===== config.mk =====
export PLATFORM = sky130hd
export DESIGN_NAME = seq_det_multi
export DESIGN_NICKNAME = d
export VERILOG_FILES = /design/src/rtl/seq_det_pkg.sv /design/src/rtl/seq_det_chan.sv /design/src/rtl/seq_det_multi.sv
export SDC_FILE = /design/constraint.sdc
export NUM_CORES = 1
export LEC_CHECK = 0
export CAP_MARGIN = 25
export CORE_UTILIZATION = 50
export CTS_CLUSTER_DIAMETER = 120
export DETAILED_ROUTE_END_ITERATION = 8
export GPL_TIMING_DRIVEN = 1
export HOLD_SLACK_MARGIN = 0.1
export PLACE_DENSITY = 0.78
export SLEW_MARGIN = 20
export SYNTH_ARGS = -nofsm -noshare
export SYNTH_HDL_FRONTEND = slang
export SYNTH_SLANG_ARGS = --single-unit

===== constraint.sdc =====
create_clock -name clk -period 6.11 [get_ports clk]
set_input_delay 0.9165 -clock clk [delete_from_list [all_inputs] [get_ports clk]]
set_output_delay 0.9165 -clock clk [all_outputs]
set_load 0.02 [all_outputs]

===== src/rtl/seq_det_pkg.sv =====
// Shared types for the multi-channel serial sequence detector.
// Latency: n/a (types only).
// Backpressure: n/a.
package seq_det_pkg;

    typedef enum logic {IDLE, RUN} seq_det_state_e;

    typedef enum logic {MODE_COUNT, MODE_PATTERN} seq_det_mode_e;

endpackage


===== src/rtl/seq_det_chan.sv =====
// One detector lane: IDLE/RUN FSM, config shadow, ones counter, pattern history, fill level.
// Latency: dout is combinational from din/din_valid (Mealy, 0 cycles).
// Backpressure: none; din_valid low freezes the lane, soft_clr forces it back to IDLE.
//
// Optional macro SEQ_DET_MATCH_CNT_EN adds a saturating per-lane match counter;
// without it match_cnt is tied to zero and no counter flops exist.
//
// Ports: clk/rst (sync, active-low), soft_clr, cfg_* (sampled in IDLE only),
//        din_valid/din (serial input), dout (match pulse), active (in RUN), match_cnt.
module seq_det_chan
    import seq_det_pkg::*;
#(
    parameter  int PAT_W  = 8,
    parameter  int CNT_W  = 4,
    parameter  int MCNT_W = 16,
    localparam int LEN_W  = $clog2(PAT_W + 1)
) (
    input  logic              clk,
    input  logic              rst,
    input  logic              soft_clr,
    input  logic              cfg_mode,
    input  logic [CNT_W-1:0]  cfg_k,
    input  logic [LEN_W-1:0]  cfg_len,
    input  logic [PAT_W-1:0]  cfg_pattern,
    input  logic              din_valid,
    input  logic              din,
    output logic              dout,
    output logic              active,
    output logic [MCNT_W-1:0] match_cnt
);

    seq_det_state_e     state_q, state_d;
    seq_det_mode_e      mode_q,  mode_d;
    logic [CNT_W-1:0]   k_q,     k_d;
    logic [LEN_W-1:0]   len_q,   len_d;
    logic [PAT_W-1:0]   pat_q,   pat_d;
    logic [CNT_W-1:0]   ones_q,  ones_d;
    logic [PAT_W-2:0]   hist_q,  hist_d;
    logic [LEN_W-1:0]   fill_q,  fill_d;

    logic [CNT_W-1:0]   keff;
    logic [LEN_W-1:0]   leff;
    logic [PAT_W-1:0]   window;
    logic [PAT_W-1:0]   mask;
    logic               cnt_hit;
    logic               pat_hit;
    logic               match;

    always_comb begin
        state_d = state_q;
        mode_d  = mode_q;
        k_d     = k_q;
        len_d   = len_q;
        pat_d   = pat_q;
        ones_d  = ones_q;
        hist_d  = hist_q;
        fill_d  = fill_q;
        match   = 1'b0;

        // K of 0 behaves as K of 1; length is clamped into 1..PAT_W.
        keff = (k_q == '0) ? CNT_W'(1) : k_q;
        if (len_q == '0) begin
            leff = LEN_W'(1);
        end else if (len_q > LEN_W'(PAT_W)) begin
            leff = LEN_W'(PAT_W);
        end else begin
            leff = len_q;
        end

        // Window includes the bit arriving this cycle so a match is flagged in the same cycle.
        window = {hist_q, din};
        for (int i = 0; i < PAT_W; i++) begin
            mask[i] = (i < int'(leff));
        end
        pat_hit = (((window ^ pat_q) & mask) == '0) && (fill_q >= (leff - LEN_W'(1)));
        cnt_hit = din && (ones_q == (keff - CNT_W'(1)));

        case (state_q)
            IDLE: begin
                mode_d  = seq_det_mode_e'(cfg_mode);
                k_d     = cfg_k;
                len_d   = cfg_len;
                pat_d   = cfg_pattern;
                ones_d  = '0;
                hist_d  = '0;
                fill_d  = '0;
                state_d = RUN;
            end
            RUN: begin
                if (din_valid) begin
                    if (mode_q == MODE_COUNT) begin
                        match = cnt_hit;
                        if (din) begin
                            ones_d = cnt_hit ? '0 : ones_q + CNT_W'(1);
                        end
                    end else begin
                        match  = pat_hit;
                        // History is never cleared on a match, so overlapping patterns hit.
                        hist_d = window[PAT_W-2:0];
                        if (fill_q != LEN_W'(PAT_W)) begin
                            fill_d = fill_q + LEN_W'(1);
                        end
                    end
                end
            end
            default: state_d = IDLE;
        endcase

        if (soft_clr) begin
            state_d = IDLE;
            match   = 1'b0;
        end

        dout = match & rst;
    end

    always_ff @(posedge clk) begin
        if (!rst) begin
            state_q <= IDLE;
            mode_q  <= MODE_COUNT;
            k_q     <= '0;
            len_q   <= '0;
            pat_q   <= '0;
            ones_q  <= '0;
            hist_q  <= '0;
            fill_q  <= '0;
        end else begin
            state_q <= state_d;
            mode_q  <= mode_d;
            k_q     <= k_d;
            len_q   <= len_d;
            pat_q   <= pat_d;
            ones_q  <= ones_d;
            hist_q  <= hist_d;
            fill_q  <= fill_d;
        end
    end

    assign active = (state_q == RUN);

`ifdef SEQ_DET_MATCH_CNT_EN
    logic [MCNT_W-1:0] mcnt_q, mcnt_d;

    // Saturating; survives soft_clr, cleared only by rst.
    always_comb begin
        mcnt_d = mcnt_q;
        if (dout && (mcnt_q != '1)) begin
            mcnt_d = mcnt_q + MCNT_W'(1);
        end
    end

    always_ff @(posedge clk) begin
        if (!rst) begin
            mcnt_q <= '0;
        end else begin
            mcnt_q <= mcnt_d;
        end
    end

    assign match_cnt = mcnt_q;
`else
    assign match_cnt = '0;
`endif

endmodule


===== src/rtl/seq_det_multi.sv =====
// Multi-channel serial detector: CHANNELS independent lanes sharing one config bus.
// Latency: dout is combinational from din/din_valid (Mealy, 0 cycles).
// Backpressure: none; per-lane din_valid low holds that lane, soft_clr restarts all lanes.
//
// Optional macro SEQ_DET_MATCH_CNT_EN enables the per-lane match counters (else match_cnt = 0).
//
// Ports: clk/rst (sync, active-low), soft_clr, cfg_mode/cfg_k/cfg_len/cfg_pattern (shared),
//        din_valid/din/dout/active (one bit per lane), match_cnt (MCNT_W bits per lane, lane 0 LSBs).
module seq_det_multi
    import seq_det_pkg::*;
#(
    parameter  int CHANNELS = 4,
    parameter  int PAT_W    = 8,
    parameter  int CNT_W    = 4,
    parameter  int MCNT_W   = 16,
    localparam int LEN_W    = $clog2(PAT_W + 1)
) (
    input  logic                       clk,
    input  logic                       rst,
    input  logic                       soft_clr,
    input  logic                       cfg_mode,
    input  logic [CNT_W-1:0]           cfg_k,
    input  logic [LEN_W-1:0]           cfg_len,
    input  logic [PAT_W-1:0]           cfg_pattern,
    input  logic [CHANNELS-1:0]        din_valid,
    input  logic [CHANNELS-1:0]        din,
    output logic [CHANNELS-1:0]        dout,
    output logic [CHANNELS-1:0]        active,
    output logic [CHANNELS*MCNT_W-1:0] match_cnt
);

    for (genvar g = 0; g < CHANNELS; g++) begin : g_chan
        seq_det_chan #(
            .PAT_W  (PAT_W),
            .CNT_W  (CNT_W),
            .MCNT_W (MCNT_W)
        ) u_chan (
            .clk         (clk),
            .rst         (rst),
            .soft_clr    (soft_clr),
            .cfg_mode    (cfg_mode),
            .cfg_k       (cfg_k),
            .cfg_len     (cfg_len),
            .cfg_pattern (cfg_pattern),
            .din_valid   (din_valid[g]),
            .din         (din[g]),
            .dout        (dout[g]),
            .active      (active[g]),
            .match_cnt   (match_cnt[g*MCNT_W +: MCNT_W])
        );
    end

endmodule

# Yosys cells after proc, flatten, opt, wreduce, memory -nomap -nowiden
# Cells that the tools add are included.
totals:
  reg_bits: 78
  out_inout_bits: 72
  word_cells: 171
  inputBits: 28
op_classes:
  n_mux: 68
  reduce_logical: 26
  addsub: 10
  bitwise_logic: 13
  n_lt_le_gt_ge: 13
  eq_ne: 24
ops:
  columns: ["op", "count"]
  rows:
  - ["4-bit 2-to-1 mux", 31]
  - ["4-bit case mux with 2 select lines", 8]
  - ["7-bit 2-to-1 mux", 8]
  - ["7-bit case mux with 2 select lines", 4]
  - ["4-bit by 1-bit adder with 4-bit output, second input constant", 8]
  - ["8-bit AND", 4]
  - ["8-bit logical NOT", 4]
  - ["8-bit bitwise XOR", 4]
  - ["2-bit != test, second input constant", 14]
  - ["3-bit AND reduction", 8]
  - ["1-bit 2-to-1 mux", 17]
  - ["4-bit equality test", 4]
  - ["4-bit greater-or-equal comparator", 4]
  - ["3-bit by 4-bit < comparator with 1-bit output, first input constant", 4]
  - ["4-bit != test, second input constant", 4]
  - ["1-bit logical AND", 8]
  - ["4-bit logical NOT", 2]
  - ["1-bit by 4-bit < comparator with 1-bit output, first input constant", 2]
  - ["2-bit by 4-bit < comparator with 1-bit output, first input constant", 2]
  - ["2-bit AND reduction", 4]
  - ["4-bit by 1-bit subtractor with 4-bit output, second input constant", 2]
  - ["1-bit AND", 4]
  - ["4-bit > comparator, second input constant", 1]
  - ["2-bit by 1-bit != test with 1-bit output, second input constant", 2]
  - ["1-bit inverter", 1]

# Depth between registers and ports, before layout
depth:
  depth_word: 12
  ltp_mapped: 11
  mapped_depth_nobuf: 9

# Cells and area by module
# Synthesis repeated with hierarchy kept, for this count alone.
hier_totals:
  hier_cells: 857
  hier_area_um2: 7494.7
by_module_without_submodules:
  columns: ["module", "seq_area_each_um2", "n_inst", "area_each_um2", "cells_per_inst"]
  rows:
  - ["seq_det_chan at g_chan[0].u_chan ...", 660.6, 3, 1868.0, 214]
  - ["seq_det_chan at g_chan[3].u_chan", 660.6, 1, 1890.6, 215]

# Worst setup path before layout
# Ideal clock, no wire load.
synth_timing:
  path_kind: "reg-to-output"
  startpoint: "register g_chan[2].u_chan.k_q[1] (netlist name)"
  endpoint: "output port dout[3]"
  path_stages_with_launch: 11
  t_required_ns: 5.194
  path_slack_ns: 2.890
  path_buffers: 2
  arrival_time_ns: 2.303
  cell_sequence: "dfxtp_1 -> buf_2 -> nor3_2 -> nor2_1 -> ha_1 -> xor2_1 -> o2111ai_1 -> or4_4 -> nor2_1 -> a32o_1 -> buf_4"
synth_rtl:
  columns: ["element", "line", "text"]
  rows:
  - ["end, declared", "seq_det_multi.sv:27", "output logic [CHANNELS-1:0] dout,"]

# Worst setup path in the final report
layout_timing:
  startpoint: "input port rst"
  endpoint: "output port dout[1]"
layout_via:
  elab_chain_cells: 1
layout_rtl:
  columns: ["element", "line", "text"]
  rows:
  - ["start, declared", "seq_det_multi.sv:19", "input logic rst,"]
  - ["1-bit AND", "seq_det_chan.sv:114", "dout = match & rst;"]
# No other way between the ends.

==> reports/results.tsv <==
metric	value	unit
die area	10400	um^2
Num CTS Buffers	9	
RR Startpoint	g_chan[2].u_chan.k_q[2]$_SDFFE_PN0N_	
gpl congestion	0.932	
async set-reset flop share out of synthesis	0	
Initial DRC Count	283	
pre-CTS WS	1520	ps
endpoints failing hold	0	
Die Ht	102	um
Crit Path Class	input port to output pin	
initial antenna violation count	0	
Avg WL per Cell	14.1	um
Max-Cap Viols	0	
Synth area leaders	dfxtp_1 (31%), buf_4 (11%), nand2_1 (7.3%)	
die width	102	um
final core utilization	0.541	
Final Cell Area	5290	um^2
input/output buffers	35	
Sequential Area	1560	um^2
Final ANT Viol Nets	0	
total placed cells including tap cells	753	
Distinct cells, synth	51	
layout cells sized above 1	0.0519	
maximum buffer depth of the clock tree	2	
overall power	1.11	mW
FILL cells	895	
Ys Warns	0	
CP dominant cell by count	clkdlybuf4s50_1	
residual DRC count	0	
drt first pass iters	6	
Max Fclk	0.214	GHz
Worst Path Required	5190	ps
top-count cell post-synth	nand2_1	
Initial Utilization	0.514	
multi-input combinational cell area	2930	um^2
Core Region	9770	um^2
ys flop type	dfxtp_1	
Worst Setup SP	rst	
Critical Path Fanout Max	17	
fin crit share	0.765	
clock root cell	clkbuf_8	
first-pass GRT wire length	17900	um
number of synthesized register bits	78	
Final Non-Filler Cells	769	
crit path cell chain	clkdlybuf4s50_1 -> nor2b_1 -> and3_1 -> o2111ai_1 -> or4_1 -> o21ai_0 -> clkdlybuf4s50_1	
CP max stage cell	clkdlybuf4s50_1	
Detail Placement HPWL	8100	um
Synth top area share	0.311	
Critical Path AT	3760	ps
unrepaired setup endpoints after global routing	no	
clk sink count	78	
Post-synth EDFFs	0	
worst rel slew slack	0.380	
Area Overhead vs Synth	5.38	%
CP endpoint kind	output pin	
DR vias/cell	5.41	
Seq/Total Area, Yosys	0.311	
layout net count	681	
Fin Hold WS	473	ps
Setup Skew	5.87	ps
peak ir drop on the vdd network	96.9	uV
vias in the first global route	3764	
leading area contributor after synthesis	dfxtp_1	
critical path startpoint category	input port	
Pins Over Slew Limit	0	
setup ws final	1440	ps
Post-CTS Hold Fix Bufs	0	
DR vias	4159	
largest net degree at the start of global routing	46	
CTS HTree Levels	3	
Clk Latency, worst-skew pair	360	ps
syn avg cell area	8.02	um^2
CTS tree	yes	
n_diodes	0	
post-CTS sizing	0	
clock-pin slew on the worst setup and hold paths	80	ps
I/O Pins	100	
Tightest Pin Transition	929	ps
Pwr per Cell Area	209	nW/um^2
gr usage total	0.220	
FP Rows	36	
Post-CTS Setup Bufs	0	
final WL	10900	um
most frequent cells after synthesis	nand2_1 (98), dfxtp_1 (78), buf_4 (72)	
placed inst area	5100	um^2
Leakage	2.01	nW
HP Class	register to register	
Setup violations, final	0	
max incr delay on CP	840	ps
run status	finished, final reports clean	
Cells after Synth	626	
Final Critical Period	4670	ps
Setup TNS Final	0	ps
synthesized area	5020	um^2
HP Start	g_chan[2].u_chan.hist_q[6]$_SDFFE_PN0P_	
grt total ovfl	0	
## cells in the final DEF, fill, tap and decap left out, types with 3 or more instances in the layout
| cell type | netlist | layout |
|---|---|---|
| o2111ai_1 | 7 | 7 |
| o21ai_0 | 15 | 15 |
| clkbuf_8 | 0 | 9 |
| o21a_1 | 5 | 5 |
| nor2_1 | 50 | 50 |
| dfxtp_1 | 78 | 78 |
| nor2b_1 | 3 | 3 |
| o22ai_1 | 5 | 5 |
| xor2_1 | 21 | 21 |
| nor3_1 | 7 | 7 |
| nand2b_1 | 10 | 10 |
| a22oi_1 | 4 | 4 |
| nand4b_1 | 6 | 6 |
| ha_1 | 22 | 22 |
| conb_1 | 1 | 64 |
| xnor2_1 | 30 | 30 |
| o211ai_1 | 5 | 5 |
| o221ai_1 | 4 | 4 |
| a31o_2 | 5 | 5 |
| clkinv_2 | 0 | 4 |
| nand2_1 | 98 | 98 |
| and3_1 | 4 | 4 |
| a211oi_1 | 7 | 7 |
| and2_1 | 6 | 6 |
| inv_1 | 20 | 20 |
| mux2i_1 | 20 | 20 |
| nand3_1 | 3 | 3 |
| clkdlybuf4s50_1 | 0 | 35 |
| nor4_1 | 3 | 3 |
| a21oi_1 | 45 | 45 |
| nand4_1 | 9 | 9 |
## state kept, by name (all words and copies together), names as in the netlist
name,flops
g_chan.u_chan.active,1
g_chan.u_chan.fill_q,16
g_chan.u_chan.hist_q,28
g_chan.u_chan.k_q,4
g_chan.u_chan.len_q,4
g_chan.u_chan.mode_q,1
g_chan.u_chan.ones_q,16
g_chan.u_chan.pat_q,8
## worst max-delay path, delay by kind of cell
family | cells | cell delay [ps]
AO/OA/AOI/OAI | 2 | 410
AND/OR/NAND/NOR | 3 | 930
buffers and inverters | 2 | 1500
## report_power, final
| group | leakage [nW] | total, mW | switching, mW | internal, mW |
|---|---|---|---|---|
| registers | 0.633 | 0.541 | 0.0238 | 0.517 |
| logic | 1.28 | 0.187 | 0.118 | 0.0690 |
| clock network | 0.0948 | 0.380 | 0.194 | 0.186 |
| total | 2.01 | 1.11 | 0.336 | 0.771 |
## final timing paths
check / cells past startpoint / slack, ps / to
setup reg to reg: 8 / 3390 / g_chan[1].u_chan.ones_q[3]$_SDFFE_PN0P_
hold reg to reg: 2 / 470 / g_chan[2].u_chan.hist_q[6]$_SDFFE_PN0P_
setup / recovery: 7 / 1440 / dout[1]
hold / removal: 2 / 470 / g_chan[2].u_chan.hist_q[6]$_SDFFE_PN0P_
## metal layers
| metal | routed length (um) | global-route usage | vias to the layer above |
|---|---|---|---|
| met5 | 0 | 0 | - |
| met4 | 200 | 0.0780 | 0 |
| met3 | 726 | 0.0499 | 22 |
| met2 | 5010 | 0.353 | 164 |
| met1 | 4920 | 0.290 | 1976 |
| li1 | - | - | 1997 |
## layout make-up
class	instances	area share
Sequential cell	78	0.295
Tap cell	133	0.0314
Clock buffer	9	0.0234
Multi-Input combinational cell	485	0.555
Inverter	20	0.0142
Timing Repair Buffer	37	0.0690
Clock inverter	7	0.0123
## kinds of logic (layout without fill, tap and decap cells)
family,count (synthesis),after routing,share of synthesized area
fa+ha+maj,22,22,0.0548
compound gates,114,114,0.149
other cells,1,64,0.000747
mux,20,20,0.0399
xor+xnor,52,52,0.0944
simple gates,213,213,0.199
buf+inv,126,73,0.152
flops,78,78,0.311
No activity file was read; power rests on OpenSTA's default activity.
